## src/rtl/datapath_unit.sv

```systemverilog
// Execution datapath driven by the CPU control unit: program counter,
// instruction register, register file, ALU, write-back mux and a
// synchronous data memory. Every state change is an explicit command
// sampled on the rising edge of CLK; the block does no sequencing itself.
module datapath_unit #(
    parameter int DATA_W  = 16,
    parameter int PC_W    = 8,
    parameter int DMEM_AW = 8,
    parameter int RF_AW   = 4
) (
    input  logic               CLK,
    input  logic               RST,
    input  logic               PC_CLR,
    input  logic               PC_LD,
    input  logic               PC_IC,
    input  logic               IR_LD,
    input  logic [DATA_W-1:0]  I_DATA,
    output logic [PC_W-1:0]    I_ADDR,
    output logic [DATA_W-1:0]  IR,
    input  logic [DMEM_AW-1:0] D_ADDR,
    input  logic               D_WR,
    input  logic               RF_S,
    input  logic               RF_W_EN,
    input  logic [RF_AW-1:0]   RF_W_ADDR,
    input  logic [RF_AW-1:0]   RF_RA_ADDR,
    input  logic [RF_AW-1:0]   RF_RB_ADDR,
    input  logic [2:0]         ALU_S,
    output logic [DATA_W-1:0]  ALU_OUT,
    output logic               ALU_Z
);

    localparam int RF_N   = 1 << RF_AW;
    localparam int DMEM_N = 1 << DMEM_AW;

    logic [PC_W-1:0]   pc_q, pc_d;
    logic [DATA_W-1:0] ir_q, ir_d;
    logic [DATA_W-1:0] mrd_q;
    logic [DATA_W-1:0] rf_q  [RF_N];
    logic [DATA_W-1:0] mem_q [DMEM_N];

    logic [DATA_W-1:0] rf_a;
    logic [DATA_W-1:0] rf_b;
    logic [DATA_W-1:0] alu_res;
    logic [DATA_W-1:0] wb_data;

    // Asynchronous register reads; a write becomes visible only after the edge.
    assign rf_a = rf_q[RF_RA_ADDR];
    assign rf_b = rf_q[RF_RB_ADDR];

    // PC next state: clear beats load beats increment; load uses the IR held before the edge.
    always_comb begin
        // NOTE: every combinational output gets a default before any branch, so no latch is inferred.
        pc_d = pc_q;
        if (PC_CLR) begin
            pc_d = '0;
        end else if (PC_LD) begin
            pc_d = ir_q[PC_W-1:0];
        end else if (PC_IC) begin
            pc_d = pc_q + PC_W'(1);
        end
    end

    // IR next state, independent of the PC commands.
    always_comb begin
        ir_d = IR_LD ? I_DATA : ir_q;
    end

    // ALU: modular arithmetic, carries and borrows discarded.
    always_comb begin
        alu_res = '0;
        case (ALU_S)
            3'd0:    alu_res = '0;
            3'd1:    alu_res = rf_a + rf_b;
            3'd2:    alu_res = rf_a - rf_b;
            3'd3:    alu_res = rf_a;
            3'd4:    alu_res = rf_a ^ rf_b;
            3'd5:    alu_res = rf_a | rf_b;
            3'd6:    alu_res = rf_a & rf_b;
            3'd7:    alu_res = rf_a + DATA_W'(1);
            default: alu_res = '0;
        endcase
    end

    // Write-back source: memory read register or ALU result.
    assign wb_data = RF_S ? mrd_q : alu_res;

    // PC, IR and memory read register; reset discards any command in flight.
    always_ff @(posedge CLK) begin
        // NOTE: sequential state uses non-blocking assignments so every register samples pre-edge values.
        if (RST) begin
            pc_q  <= '0;
            ir_q  <= '0;
            mrd_q <= '0;
        end else begin
            pc_q  <= pc_d;
            ir_q  <= ir_d;
            mrd_q <= mem_q[D_ADDR];
        end
    end

    // Register file: every register cleared on reset, r0 is an ordinary register.
    always_ff @(posedge CLK) begin
        if (RST) begin
            for (int i = 0; i < RF_N; i++) begin
                rf_q[i] <= '0;
            end
        end else if (RF_W_EN) begin
            rf_q[RF_W_ADDR] <= wb_data;
        end
    end

    // Data memory write of the pre-edge A operand; the read above returns the old word.
    always_ff @(posedge CLK) begin
        // NOTE: the data memory has no reset so it maps onto RAM; contents survive RST.
        if (!RST && D_WR) begin
            mem_q[D_ADDR] <= rf_a;
        end
    end

    assign I_ADDR  = pc_q;
    assign IR      = ir_q;
    assign ALU_OUT = alu_res;
    assign ALU_Z   = (alu_res == '0);

endmodule

```

## config.mk

```make
export PLATFORM = sky130hd
export DESIGN_NAME = datapath_unit
export DESIGN_NICKNAME = d
export VERILOG_FILES = /design/src/rtl/datapath_unit.sv
export SDC_FILE = /design/constraint.sdc
export NUM_CORES = 2
export LEC_CHECK = 0
export ABC_CLOCK_PERIOD_IN_PS = 19300
export CAP_MARGIN = 20
export CORE_MARGIN = 2
export CORE_UTILIZATION = 55
export CTS_BUF_LIST = sky130_fd_sc_hd__clkbuf_2
export CTS_CLUSTER_DIAMETER = 120
export DETAILED_ROUTE_END_ITERATION = 8
export GPL_ROUTABILITY_DRIVEN = 0
export GPL_TIMING_DRIVEN = 0
export HOLD_SLACK_MARGIN = 0.15
export PLACE_DENSITY = 0.71
export SLEW_MARGIN = 20
export SYNTH_ARGS = -nofsm -noshare
export SYNTH_HDL_FRONTEND = slang
export SYNTH_MEMORY_MAX_BITS = 65536
export SYNTH_SLANG_ARGS = --single-unit
```

## constraint.sdc

```tcl
create_clock -name CLK -period 19.3 [get_ports CLK]
set_input_delay 1.93 -clock CLK [delete_from_list [all_inputs] [get_ports CLK]]
set_output_delay 1.93 -clock CLK [all_outputs]
set_load 0.05 [all_outputs]
```

==> summary.txt <==
Timing
  • Period utilization: between 60% and 70%
  • Slew @ Worst Pin: approximately 1.4 ns
  • Max Freq: between 0.08 and 0.09 GHz
  • Setup repair after global routing missed its margin: false
  • Slew HR: 9.370%
  • Slew Limit Fails: 0
  • Min Clock Period, post-route: 12.14 ns
  • Setup TNS: 0 ns
  • Setup violations, final: 0
  • Max Clock Skew: roughly 0.28 ns
  • Fin. Hold Viols: 0

Worst setup path
  • Crit start category: primary input
  • CP top delay family: buffers and inverters
  • WP data arrival: a little over 10 ns
  • Slowest CP cell: clkbuf_1
  • Crit-path cells: clkbuf_1 > clkbuf_1 > clkbuf_1 > mux4_2 > a22oi_1 > nand2_1 > inv_1 > ha_1 > nand2_1 > o21ai_0 > xnor2_1 > nor2_1 > ha_1 > nor3_1 > nor3_1 > a221o_1 > or4_1 > or4_1 > or4_1 > or4b_1 > nor3_2 > clkdlybuf4s50_1
  • Delay of the slowest critical-path stage: 0.90 ns
  • CP endpoint kind: output port
  • Buf/Inv on CP: 5
  • Crit path kind: in2out
  • Max FO, Critical Path: 10
  • Critical Path RT: ~17 ns

GRT
  • First-pass GRT wire length: between 700 and 800 mm
  • Vias in the first global route: 94112
  • GR Util met3: about 15%
  • Initial antenna violation count: 37
  • GR peak layer: met2
  • M1 GR Usage: between 40% and 50%
  • Largest net degree at the start of global routing: around 160
  • Gr usage total: around a third
  • GRT overflow: 0
  • Met2 usage: approximately 50%

Detailed routing
  • DRC viols: roughly 160
  • Vias: around 96000
  • Via-per-instance ratio: between 6 and 7
  • Drt first pass iters: 9
  • 1st-iter DRT viols: roughly 18000
  • Final wirelength: 548.0 mm
  • Final ANT Viol Nets: 0
  • Drt wl/cell: approximately 39 um

Synth
  • Mapped Nets: between 7000 and 8000
  • Main synth FF type: edfxtp_1
  • Synth async-reset ratio: 0%
  • Synth warn: 0
  • Syn Std Cell Area: about 170000 um2
  • Synthesized instance count: between 7000 and 8000
  • Number of flops mapped to enable cells by yosys: around 4400
  • Register area share after synthesis: 75.99%
  • FF+latch count, synth: roughly 4400
  • Yosys cell types: 64
  • Syn avg cell area: 22.85 um2

Cells and area
  • # nets final: around 9200
  • Post-route insts no fill: roughly 14000
  • Most common cell after layout, fill and taps aside: edfxtp_1
  • Share of cells above drive strength 1: 40.36%
  • Most frequent cells in the layout: 4352 x edfxtp_1, 1712 x clkbuf_2, 1440 x mux4_2
  • Utilization after layout: a little over three fifths
  • Synth-to-layout area growth: 12.87%

CTS
  • Maximum root-to-sink buffer count: 5
  • CTS Buf Count: around 1100
  • Clk root buf: clkbuf_2
  • Clock sink count: approximately 4400
  • Resized cells post-CTS: 0
  • Skew-Pair Late Insertion Delay: 2.42 ns
  • Worst-path clk slew: between 0.1 and 0.15 ns
  • Htree depth: 7
  • CTS tree: built

Pwr
  • Total power draw: between 15 and 20 mW
  • Clk pwr share: 32.7%
  • Sw frac: approximately a quarter
  • Seq pwr share: 57.5%
  • Comb power frac: under 10%
  • NetSw: approximately 5 mW
  • VDD IR max: 0.05451 mV
  • Cell-internal power: approximately 14 mW
  • Pleak: 63.52 nW
  • Pwr Density: between 90 and 100 nW/um2

Placed design
  • Detail Placement HPWL: about 370 mm
  • IO buf count: 71
  • Cells after DPL: about 12000

Hold path
  • Hold WC Path Type: in2reg

Floorplanning
  • Die width: roughly 560 um
  • Die Footprint: roughly 320000 um2
  • Core box area: 312400 um2
  • Io pins: 89
  • Row Count: a little over 200
  • Initial Util: between 50% and 60%
  • Die Y: around 560 um

Status
  • Run status: complete, but fails checks
  • Failing checks: DRC

Flow run
  • Max_cap viols: 0
[kinds of logic after synthesis]
group | synth area share [%]
buffers and inverters | 1.141
multiplexers | 19.45
adder cells (fa/ha/maj) | 0.3659
AND/OR/NAND/NOR | 2.108
XOR/XNOR | 0.1367
flip-flops | 75.99
AO/OA/AOI/OAI | 0.8077
[registers in the layout, summed over array words and instances, names as in the netlist]
name and cells:
IR 16, mrd_q 16, rf_q 256, mem_q 4096, I_ADDR 8
[timing repair]
| item | 4_1_cts | 5_1_grt |
|---|---|---|
| endpoints found under the hold margin | 16 | 0 |
| hold buffers | 7 | 0 |
| setup buffers | 0 | 0 |
[power groups by stage]
stage                     Combinational, mW  Sequential (mW)  Clock, mW
after floorplan                       0.878             11.0          0
after global placement                 1.57             11.1          0
after detailed placement               1.76             11.0          0
after CTS                              1.77             10.7       6.11
after global routing                   1.85             10.7       6.61
final                                  1.84             10.7       6.10
[final timing paths]
kind | start | endpoint | slack [ns] | depth (start not counted)
worst min register to register | IR[10] | IR[10] | 0.52 | 2
worst min-delay path | I_DATA[1] | IR[1] | 0.33 | 3
worst max register to register | rf_q[11][1] | rf_q[7][9] | 12.89 | 20
worst max-delay path | RF_RB_ADDR[1] | ALU_Z | 7.16 | 22
[worst reg2reg max path, delay by kind of cell, from the launching register on]
family,cells,cell delay (ns)
simple gates,3,0.40
compound gates,10,2.64
mux,2,1.28
fa+ha+maj,2,0.50
flops,1,0.40
buf+inv,2,0.61
xor+xnor,1,0.14
[through the flow]
step / hold slack [ns] / setup slack, ns / cell area, um2
after floorplan: 0.5699 / 7.128 / 173000
after global placement: 0.4780 / 2.610 / 178900
after detailed placement: 0.5034 / 7.395 / 185800
after CTS: 0.1537 / 7.390 / 195100
after global routing: 0.2844 / 7.017 / 195200
final: 0.3271 / 7.161 / 195300
[layout make-up]
class	instances	area (um2)
Tap cell	4140	5180
Fill cell	21122	117100
Antenna cell	35	87.58
Inverter	50	217.7
Timing Repair Buffer	379	5978
Sequential cell	4392	131500
Clock inverter	235	1360
Buffer	455	2049
Clock buffer	1586	7938
Multi-Input combinational cell	2674	40990
[routing by layer]
metal | vias up | part of all wire, % | wire [um]
met2 | 8726 | 44 | 241400
met1 | 49520 | 33 | 178800
met3 | 1755 | 16 | 86700
met4 | 41 | 7.4 | 40430
met5 | - | 0.12 | 671
li1 | 35911 | - | -
[cells in the mapped netlist, types with 7 or more instances]
cell	n	area share [%]
a21oi_1	32	0.093
a221oi_1	20	0.10
a22o_1	12	0.061
a22oi_1	28	0.12
a31oi_1	14	0.051
buf_1	114	0.25
buf_2	51	0.15
clkbuf_1	287	0.62
dfxtp_1	40	0.46
edfxtp_1	4352	76
ha_1	49	0.35
inv_1	48	0.10
mux2i_1	94	0.54
mux4_2	1451	19
nand2_1	66	0.14
nand2b_1	30	0.11
nand3_1	36	0.10
nand4_1	12	0.043
nor2_1	558	1.2
nor2b_1	49	0.18
nor3_1	52	0.15
o21ai_0	29	0.084
o22ai_1	21	0.076
or2_2	7	0.025
or3_1	9	0.033
xnor2_1	20	0.10
xor2_1	7	0.035
Note: power is estimated with default switching activity, not from simulation.
